### config.mk
export PLATFORM = sky130hd
export DESIGN_NAME = hazard_ctrl_flat
export DESIGN_NICKNAME = d
export VERILOG_FILES = /design/src/rtl/hazard_pkg.sv /design/src/rtl/hazard_ctrl_if.sv /design/src/rtl/hazard_scoreboard.sv /design/src/rtl/hazard_ctrl.sv /design/src/flat_wrapper.sv
export SDC_FILE = /design/constraint.sdc
export NUM_CORES = 1
export LEC_CHECK = 0
export ABC_CLOCK_PERIOD_IN_PS = 8600
export CAP_MARGIN = 20
export CORE_MARGIN = 2
export CORE_UTILIZATION = 25
export CTS_CLUSTER_SIZE = 16
export DETAILED_ROUTE_END_ITERATION = 10
export SLEW_MARGIN = 15
export SYNTH_ARGS = -nofsm -noshare
export SYNTH_HDL_FRONTEND = slang
export SYNTH_SLANG_ARGS = --single-unit
export TNS_END_PERCENT = 30
### constraint.sdc
create_clock -name clk -period 8.6 [get_ports clk]
set_clock_uncertainty 0.15 [all_clocks]
set_input_delay 0.86 -clock clk [delete_from_list [all_inputs] [get_ports clk]]
set_output_delay 0.86 -clock clk [all_outputs]
set_load 0.01 [all_outputs]
### src/rtl/hazard_pkg.sv
// Opcode ranges, instruction classes and FSM states shared by the hazard controller.
package hazard_pkg;

  localparam logic [5:0] LOAD_LO = 6'h20;
  localparam logic [5:0] LOAD_HI = 6'h27;
  localparam logic [5:0] BR_LO   = 6'h04;
  localparam logic [5:0] BR_HI   = 6'h07;
  localparam logic [5:0] JR0     = 6'h12;
  localparam logic [5:0] JR1     = 6'h13;

  typedef enum logic [2:0] {CLS_ALU, CLS_LOAD, CLS_BR, CLS_JR, CLS_MD} cls_e;
  typedef enum logic {IDLE, BR_WAIT} state_e;

  // The external mul/div decode overrides whatever the opcode range suggests.
  function automatic cls_e classify(input logic [5:0] op, input logic md);
    if (md)                                return CLS_MD;
    if (op >= LOAD_LO && op <= LOAD_HI)    return CLS_LOAD;
    if (op >= BR_LO && op <= BR_HI)        return CLS_BR;
    if (op == JR0 || op == JR1)            return CLS_JR;
    return CLS_ALU;
  endfunction

endpackage

### src/rtl/hazard_ctrl_if.sv
// Decode-side bundle between the fetch/decode pipeline and the hazard controller.
interface hazard_ctrl_if #(
  parameter int REG_W = 6,
  parameter int CNT_W = 32
);
  logic             dec_valid;
  logic [0:5]       dec_op;
  logic [REG_W-1:0] dec_rs1;
  logic [REG_W-1:0] dec_rs2;
  logic [REG_W-1:0] dec_rd;
  logic             dec_rd_we;
  logic             dec_md;
  logic             flush;
  logic             pc_stall;
  logic             need_nop;
  logic             md_busy;
  logic [CNT_W-1:0] stall_cnt;

  modport master (
    output dec_valid, dec_op, dec_rs1, dec_rs2, dec_rd, dec_rd_we, dec_md, flush,
    input  pc_stall, need_nop, md_busy, stall_cnt
  );

  modport slave (
    input  dec_valid, dec_op, dec_rs1, dec_rs2, dec_rd, dec_rd_we, dec_md, flush,
    output pc_stall, need_nop, md_busy, stall_cnt
  );
endinterface

### src/rtl/hazard_scoreboard.sv
// Per-register countdown of cycles until an in-flight result becomes forwardable.
module hazard_scoreboard #(
  parameter int REG_W = 6,
  parameter int SB_W  = 3
) (
  input  logic             clk,
  input  logic             rst,
  input  logic             set_en_i,
  input  logic [REG_W-1:0] set_idx_i,
  input  logic [SB_W-1:0]  set_val_i,
  input  logic [REG_W-1:0] rs1_i,
  input  logic [REG_W-1:0] rs2_i,
  input  logic [REG_W-1:0] rd_i,
  output logic             pending_rs1,
  output logic             pending_rs2,
  output logic [SB_W-1:0]  cnt_rd
);

  localparam int NREG = 1 << REG_W;

  logic [SB_W-1:0] cnt_q [NREG];

  // NOTE: this array is reset, unlike a typical RAM, because a stale pending
  // entry after reset would stall the first instruction; keep it in flops.
  // NOTE: sequential state uses non-blocking assignments only, so every
  // counter samples the same pre-edge values regardless of statement order.
  always_ff @(posedge clk or posedge rst) begin
    if (rst) begin
      for (int i = 0; i < NREG; i++) cnt_q[i] <= '0;
    end else begin
      for (int i = 0; i < NREG; i++) begin
        if (set_en_i && set_idx_i == REG_W'(i))
          cnt_q[i] <= set_val_i;
        else if (cnt_q[i] != '0)
          cnt_q[i] <= cnt_q[i] - SB_W'(1);
      end
    end
  end

  assign pending_rs1 = (rs1_i != '0) && (cnt_q[rs1_i] != '0);
  assign pending_rs2 = (rs2_i != '0) && (cnt_q[rs2_i] != '0);
  assign cnt_rd      = cnt_q[rd_i];

endmodule

### src/rtl/hazard_ctrl.sv
// Decode-stage hazard controller: scoreboard, branch-resolve wait, mul/div busy
// tracking and a saturating stall counter.
module hazard_ctrl
  import hazard_pkg::*;
#(
  parameter int REG_W    = 6,
  parameter int LOAD_LAT = 1,
  parameter int MD_LAT   = 4,
  parameter int BR_LAT   = 1,
  parameter int CNT_W    = 32
) (
  input  logic         clk,
  input  logic         rst,
  hazard_ctrl_if.slave bus
);

  localparam int MAX_LAT = (LOAD_LAT > MD_LAT) ? LOAD_LAT : MD_LAT;
  localparam int SB_W    = $clog2(MAX_LAT + 1);
  localparam int BR_W    = (BR_LAT > 1) ? $clog2(BR_LAT + 1) : 1;
  localparam logic [SB_W-1:0] LOAD_V = SB_W'(LOAD_LAT);
  localparam logic [SB_W-1:0] MD_V   = SB_W'(MD_LAT);

  cls_e             cls;
  logic             is_br, pend_rs1, pend_rs2, accept, sb_set, pc_stall, need_nop;
  logic             raw_haz, br_haz, waw_haz, md_haz;
  logic [SB_W-1:0]  new_lat, cnt_rd;

  state_e           state_q, state_d;
  logic [BR_W-1:0]  br_cnt_q, br_cnt_d;
  logic [SB_W-1:0]  md_cnt_q, md_cnt_d;
  logic [REG_W-1:0] last_alu_rd_q, last_alu_rd_d;
  logic [CNT_W-1:0] stall_cnt_q, stall_cnt_d;

  assign cls   = classify(bus.dec_op, bus.dec_md);
  assign is_br = (cls == CLS_BR) || (cls == CLS_JR);

  always_comb begin
    unique case (cls)
      CLS_LOAD: new_lat = LOAD_V;
      CLS_MD:   new_lat = MD_V;
      default:  new_lat = '0;
    endcase
  end

  hazard_scoreboard #(.REG_W(REG_W), .SB_W(SB_W)) u_sb (
    .clk        (clk),
    .rst        (rst),
    .set_en_i   (sb_set),
    .set_idx_i  (bus.dec_rd),
    .set_val_i  (new_lat),
    .rs1_i      (bus.dec_rs1),
    .rs2_i      (bus.dec_rs2),
    .rd_i       (bus.dec_rd),
    .pending_rs1(pend_rs1),
    .pending_rs2(pend_rs2),
    .cnt_rd     (cnt_rd)
  );

  // Branches compare in decode, so a result still in execute cannot reach them.
  assign raw_haz  = bus.dec_valid && (pend_rs1 || pend_rs2);
  assign br_haz   = bus.dec_valid && is_br && (last_alu_rd_q != '0) && (bus.dec_rs1 == last_alu_rd_q);
  assign waw_haz  = bus.dec_valid && bus.dec_rd_we && (cnt_rd > new_lat);
  assign md_haz   = bus.dec_valid && (cls == CLS_MD) && (md_cnt_q != '0);
  assign need_nop = raw_haz || br_haz || waw_haz || md_haz;
  assign pc_stall = need_nop || (state_q == BR_WAIT);

  assign accept = bus.dec_valid && !bus.flush && !pc_stall;
  assign sb_set = accept && bus.dec_rd_we && (bus.dec_rd != '0) && (cls == CLS_LOAD || cls == CLS_MD);

  // NOTE: every always_comb output gets a default first so no path infers a latch.
  always_comb begin
    state_d  = state_q;
    br_cnt_d = br_cnt_q;
    unique case (state_q)
      IDLE: begin
        if (accept && is_br && BR_LAT != 0) begin
          state_d  = BR_WAIT;
          br_cnt_d = BR_W'(BR_LAT);
        end
      end
      BR_WAIT: begin
        if (bus.flush || br_cnt_q <= BR_W'(1)) begin
          state_d  = IDLE;
          br_cnt_d = '0;
        end else begin
          br_cnt_d = br_cnt_q - BR_W'(1);
        end
      end
      default: state_d = IDLE;
    endcase
  end

  always_comb begin
    md_cnt_d = (md_cnt_q != '0) ? md_cnt_q - SB_W'(1) : '0;
    if (accept && cls == CLS_MD) md_cnt_d = MD_V;

    last_alu_rd_d = '0;
    if (accept && cls == CLS_ALU && bus.dec_rd_we) last_alu_rd_d = bus.dec_rd;

    stall_cnt_d = stall_cnt_q;
    if (pc_stall && stall_cnt_q != '1) stall_cnt_d = stall_cnt_q + CNT_W'(1);
  end

  always_ff @(posedge clk or posedge rst) begin
    if (rst) begin
      state_q       <= IDLE;
      br_cnt_q      <= '0;
      md_cnt_q      <= '0;
      last_alu_rd_q <= '0;
      stall_cnt_q   <= '0;
    end else begin
      state_q       <= state_d;
      br_cnt_q      <= br_cnt_d;
      md_cnt_q      <= md_cnt_d;
      last_alu_rd_q <= last_alu_rd_d;
      stall_cnt_q   <= stall_cnt_d;
    end
  end

  assign bus.pc_stall  = pc_stall;
  assign bus.need_nop  = need_nop;
  assign bus.md_busy   = (md_cnt_q != '0);
  assign bus.stall_cnt = stall_cnt_q;

endmodule

### src/flat_wrapper.sv
// flat-port wrapper written by rule: the top's interface ports become plain ports
module hazard_ctrl_flat import hazard_pkg::*;
#(
  parameter int REG_W    = 6,
  parameter int LOAD_LAT = 1,
  parameter int MD_LAT   = 4,
  parameter int BR_LAT   = 1,
  parameter int CNT_W    = 32
)
  (clk, rst, bus_dec_valid, bus_dec_op, bus_dec_rs1, bus_dec_rs2, bus_dec_rd, bus_dec_rd_we, bus_dec_md, bus_flush, bus_pc_stall, bus_need_nop, bus_md_busy, bus_stall_cnt);
  hazard_ctrl_if #(.REG_W(REG_W), .CNT_W(CNT_W)) bus_i ();
  input  logic clk;
  input  logic rst;
  input wire logic [$bits(bus_i.dec_valid)-1:0] bus_dec_valid;
  input wire logic [$bits(bus_i.dec_op)-1:0] bus_dec_op;
  input wire logic [$bits(bus_i.dec_rs1)-1:0] bus_dec_rs1;
  input wire logic [$bits(bus_i.dec_rs2)-1:0] bus_dec_rs2;
  input wire logic [$bits(bus_i.dec_rd)-1:0] bus_dec_rd;
  input wire logic [$bits(bus_i.dec_rd_we)-1:0] bus_dec_rd_we;
  input wire logic [$bits(bus_i.dec_md)-1:0] bus_dec_md;
  input wire logic [$bits(bus_i.flush)-1:0] bus_flush;
  output wire logic [$bits(bus_i.pc_stall)-1:0] bus_pc_stall;
  output wire logic [$bits(bus_i.need_nop)-1:0] bus_need_nop;
  output wire logic [$bits(bus_i.md_busy)-1:0] bus_md_busy;
  output wire logic [$bits(bus_i.stall_cnt)-1:0] bus_stall_cnt;
  assign bus_i.dec_valid = bus_dec_valid;
  assign bus_i.dec_op = bus_dec_op;
  assign bus_i.dec_rs1 = bus_dec_rs1;
  assign bus_i.dec_rs2 = bus_dec_rs2;
  assign bus_i.dec_rd = bus_dec_rd;
  assign bus_i.dec_rd_we = bus_dec_rd_we;
  assign bus_i.dec_md = bus_dec_md;
  assign bus_i.flush = bus_flush;
  assign bus_pc_stall = bus_i.pc_stall;
  assign bus_need_nop = bus_i.need_nop;
  assign bus_md_busy = bus_i.md_busy;
  assign bus_stall_cnt = bus_i.stall_cnt;
  hazard_ctrl #(.REG_W(REG_W), .LOAD_LAT(LOAD_LAT), .MD_LAT(MD_LAT), .BR_LAT(BR_LAT), .CNT_W(CNT_W)) u_core (.clk(clk), .rst(rst), .bus(bus_i));
endmodule
==> results.txt <==
----------------------------------------------------
[Outcome]
  Outcome ... finished, final reports clean

[Placed design]
  Total of buffers placed on input and output ports ... 63
  HPWL after detailed placement ... 38330 um
  Number of placed cells counting well taps ... 2654
  Placer congestion estimate ... 0.9103
  Post-Place Setup Slack ... 1868 ps

[Hold path]
  Path category of the worst min-delay check ... flip-flop to flip-flop

[Clocking]
  Clk buf depth ... 3
  Post-cts resize count ... 0
  Master cell of the clock root buffer ... sky130_fd_sc_hd__clkbuf_16
  Number of sinks driven by the clock tree ... 234
  Total clock buffers created by CTS ... 29
  Number of hold buffers added after CTS ... 0
  Post-CTS setup buffer count ... 0
  Clock insertion delay at the later pin of the skew report ... 580 ps
  CTS tree ... done
  Clock transition at the registers of the reported paths ... 60 ps
  H-Tree Depth ... 1

[Logic synthesis]
  Post-Synthesis Mean Instance Area ... 9.760 um2
  Top cells by area in the synthesized netlist ... sky130_fd_sc_hd__dfrtp_1, sky130_fd_sc_hd__mux2i_1, sky130_fd_sc_hd__ha_1
  Asr flop ratio synth ... 100.0%
  Count of distinct cell types in the synthesized netlist ... 61
  Number of nets produced by synthesis ... 1932
  Fraction of the yosys area taken by sequential cells ... 33.92%
  Most frequently used flop master after synthesis ... sky130_fd_sc_hd__dfrtp_1
  Number of synthesized register bits ... 234
  Post-synthesis instance area ... 0.01727 mm2
  Total number of yosys warnings ... 0
  Cell type with the largest total area after synthesis ... sky130_fd_sc_hd__dfrtp_1
  Number of flops mapped to enable cells by yosys ... 0
  Area share of the largest cell type after synthesis ... 33.92%
  Count of mapped cells out of synthesis ... 1769

[Global routing]
  Initial antenna violation count ... 1
  GR Layer Usage met2 ... 25.45%
  Global Route met1 Usage ... 20.72%
  GR Overflow Total ... 0
  GR Util All Layers ... 15.64%
  Most congested layer reported by global routing ... met2
  Number of global-route vias before repair ... 15130
  Global-route wire length before repair ... 87950 um
  Largest net degree at the start of global routing ... 105
  GR Layer Usage met3 ... 2.925%

[Timing]
  Total count of max-transition violations in the final report ... 0
  PnR worst setup slack ... 1831 ps
  Final Hold Violating Endpoints ... 0
  Setup TNS after final layout ... 0 ps
  Post-layout minimum cycle time ... 6769 ps
  Max Freq ... 147.7 MHz
  Final clock period utilization by the worst path ... 78.71%
  Tightest Pin Transition ... 1061 ps
  Worst max-slew margin expressed relative to the limit ... 29.01%
  RSZ-0062 raised after global routing ... no
  Endpoints failing setup ... 0

[Cells and area]
  Filler-free cell count of the finished design ... 2707
  Commonest non-fill, non-tap cell in the layout ... sky130_fd_sc_hd__dfrtp_1
  P&R area growth vs syn ... 15.33%
  Antenna cells ... 0
  Most used cells in the layout excluding fill and tap cells ... sky130_fd_sc_hd__dfrtp_1, sky130_fd_sc_hd__mux2i_1, sky130_fd_sc_hd__nor2_1
  Flip-flop and latch area ... 0.005856 mm2
  Filler instances ... 7054
  Area of combinational cells with multiple inputs ... 0.01050 mm2
  Layout cell share with drive strength beyond 1 ... 9.589%
  Final Net Count ... 1966

[Routing]
  Post-route DRC ... 0
  Number of vias per cell ... 5.423
  Total Routed Length ... 56360 um
  Antenna-violating nets left ... 0
  Via count of the routed design ... 14680
  Length of the first detailed-routing pass in iterations ... 5
  WL per Instance ... 20.82 um
  Violation count after the first detailed-route iteration ... 1354

[Die]
  Width of the die ... 266.8 um
  Placeable core region ... 0.06847 mm2
  I/O pin count ... 65
  Total die area ... 0.07118 mm2
  Die Ht ... 266.8 um
  Effective utilization at floorplan ... 25.22%
  Placement row count ... 96

[Setup path]
  CP cell instances ... buf_2, buf_4, mux4_2, mux4_2, mux4_2, ha_1, a22oi_1, a31oi_1, o41ai_1, nor3_1, o21ai_1, o31a_1, or2_2, clkdlybuf4s50_1
  Slowest cell on crit path ... sky130_fd_sc_hd__buf_2
  Worst path max stage delay ... 710 ps
  Kind of capture point of the worst setup path ... primary output
  Largest fanout on the critical path ... 34
  Most frequent cell on the critical path ... sky130_fd_sc_hd__mux4_2
  Crit Path Category ... primary input to primary output
  Critical path launch point type ... primary input
  Arrival time of data at the critical path endpoint ... 5760 ps
  Required time at the endpoint of the critical path ... 7590 ps

[Pwr]
  Cell area power density ... 349.2 mW/mm2
  Sum of internal, switching and leakage power ... 6.954 mW
  Leakage power total ... 9.209 nW
  Maximum resistive drop on vdd ... 0.1493 mV

[Run]
  Max-cap check violation count ... 0

----------------------------------------------------
through the flow:
stage | instance area, um2 | utilization, % | hold slack [ps]
after floorplan | 17270 | - | 267.5
after detailed placement | 18840 | 27.51 | 285.0
after CTS | 19910 | 29.07 | 307.6
final | 19910 | 29.08 | 298.3
after global routing | 19910 | 29.08 | 332.4
after global placement | 18840 | 27.51 | 277.8
worst max-delay path, delay by kind of cell:
| family | cells | cell delay, ps |
|---|---|---|
| AO/OA/AOI/OAI | 5 | 920 |
| buffers and inverters | 3 | 1670 |
| adder cells (fa/ha/maj) | 1 | 310 |
| multiplexers | 3 | 1460 |
| AND/OR/NAND/NOR | 2 | 520 |
layout make-up:
| type | count | share of cell area [%] |
|---|---|---|
| Clock inverter | 14 | 1.232 |
| Clock buffer | 39 | 4.134 |
| Timing Repair Buffer | 93 | 4.185 |
| Tap cell | 882 | 5.542 |
| Sequential cell | 234 | 29.41 |
| Multi-Input combinational cell | 1300 | 52.73 |
| Inverter | 145 | 2.771 |
per-layer routing:
metal / share of wire [%] / wire length [um]
met1: 42 / 23800
met2: 46 / 26150
met3: 8.1 / 4565
met4: 3.3 / 1842
met5: 0 / 0
cells by family (layout without fill, tap and decap cells):
family / after synthesis / after routing / share of synthesized area (%)
XOR/XNOR: 100 / 100 / 5.073
adder cells (fa/ha/maj): 133 / 133 / 9.638
buffers and inverters: 235 / 291 / 5.392
AND/OR/NAND/NOR: 559 / 559 / 17.21
multiplexers: 265 / 265 / 20.24
flip-flops: 234 / 234 / 33.92
AO/OA/AOI/OAI: 243 / 243 / 8.530
synth_stat cells, types with 5 or more instances:
library cell,count
sky130_fd_sc_hd__buf_4,7
sky130_fd_sc_hd__and2_1,9
sky130_fd_sc_hd__mux2i_1,195
sky130_fd_sc_hd__nand2_1,29
sky130_fd_sc_hd__nor2_1,168
sky130_fd_sc_hd__nor4_1,39
sky130_fd_sc_hd__dfrtp_1,234
sky130_fd_sc_hd__nor3_1,75
sky130_fd_sc_hd__nand3_1,17
sky130_fd_sc_hd__or4_1,5
sky130_fd_sc_hd__nand2b_1,13
sky130_fd_sc_hd__and3_1,16
sky130_fd_sc_hd__a31oi_1,7
sky130_fd_sc_hd__nand4_1,75
sky130_fd_sc_hd__buf_1,15
sky130_fd_sc_hd__or2_2,11
sky130_fd_sc_hd__and4_1,8
sky130_fd_sc_hd__xnor2_1,70
sky130_fd_sc_hd__xor2_1,30
sky130_fd_sc_hd__o21ai_0,7
sky130_fd_sc_hd__a21oi_1,152
sky130_fd_sc_hd__ha_1,133
sky130_fd_sc_hd__a311oi_1,5
sky130_fd_sc_hd__o41ai_1,6
sky130_fd_sc_hd__o22ai_1,7
sky130_fd_sc_hd__or3_1,6
sky130_fd_sc_hd__clkbuf_1,50
sky130_fd_sc_hd__nor4b_1,7
sky130_fd_sc_hd__a211oi_1,18
sky130_fd_sc_hd__buf_2,18
sky130_fd_sc_hd__a2111oi_0,6
sky130_fd_sc_hd__inv_1,144
sky130_fd_sc_hd__nor2b_1,71
sky130_fd_sc_hd__mux4_2,67
state kept, by name, summed over array words and instances, names as in the netlist:
signal,cells
u_core.bus.stall_cnt,32
u_core.last_alu_rd_q,6
u_core.md_cnt_q,3
u_core.state_q,1
u_core.u_sb.cnt_q,192
report_power, final:
| part | internal, mW | leakage, nW | switching, mW |
|---|---|---|---|
| Clock | 0.875 | 0.532 | 0.524 |
| Sequential | 1.62 | 2.86 | 0.647 |
| Combinational | 1.56 | 5.82 | 1.73 |
path summary, 6_finish.rpt:
kind                       slack [ps]                               start  cells past startpoint                                   to
setup / recovery                 1830                       bus_dec_rd[1]                     14                         bus_need_nop
hold / removal                    300        u_core.md_cnt_q[0]$_DFF_PP0_                      1         u_core.md_cnt_q[0]$_DFF_PP0_
setup reg to reg                 3450  u_core.u_sb.cnt_q[146]$_DFFE_PP0P_                     14     u_core.u_sb.cnt_q[1]$_DFFE_PP0P_
hold reg to reg                   300        u_core.md_cnt_q[0]$_DFF_PP0_                      1         u_core.md_cnt_q[0]$_DFF_PP0_
max in group asynchronous        6140                                 rst                      3   u_core.u_sb.cnt_q[104]$_DFFE_PP0P_
min in group asynchronous         680                                 rst                      2  u_core.bus.stall_cnt[0]$_DFFE_PP0P_
(Power assumes the default switching activity.)
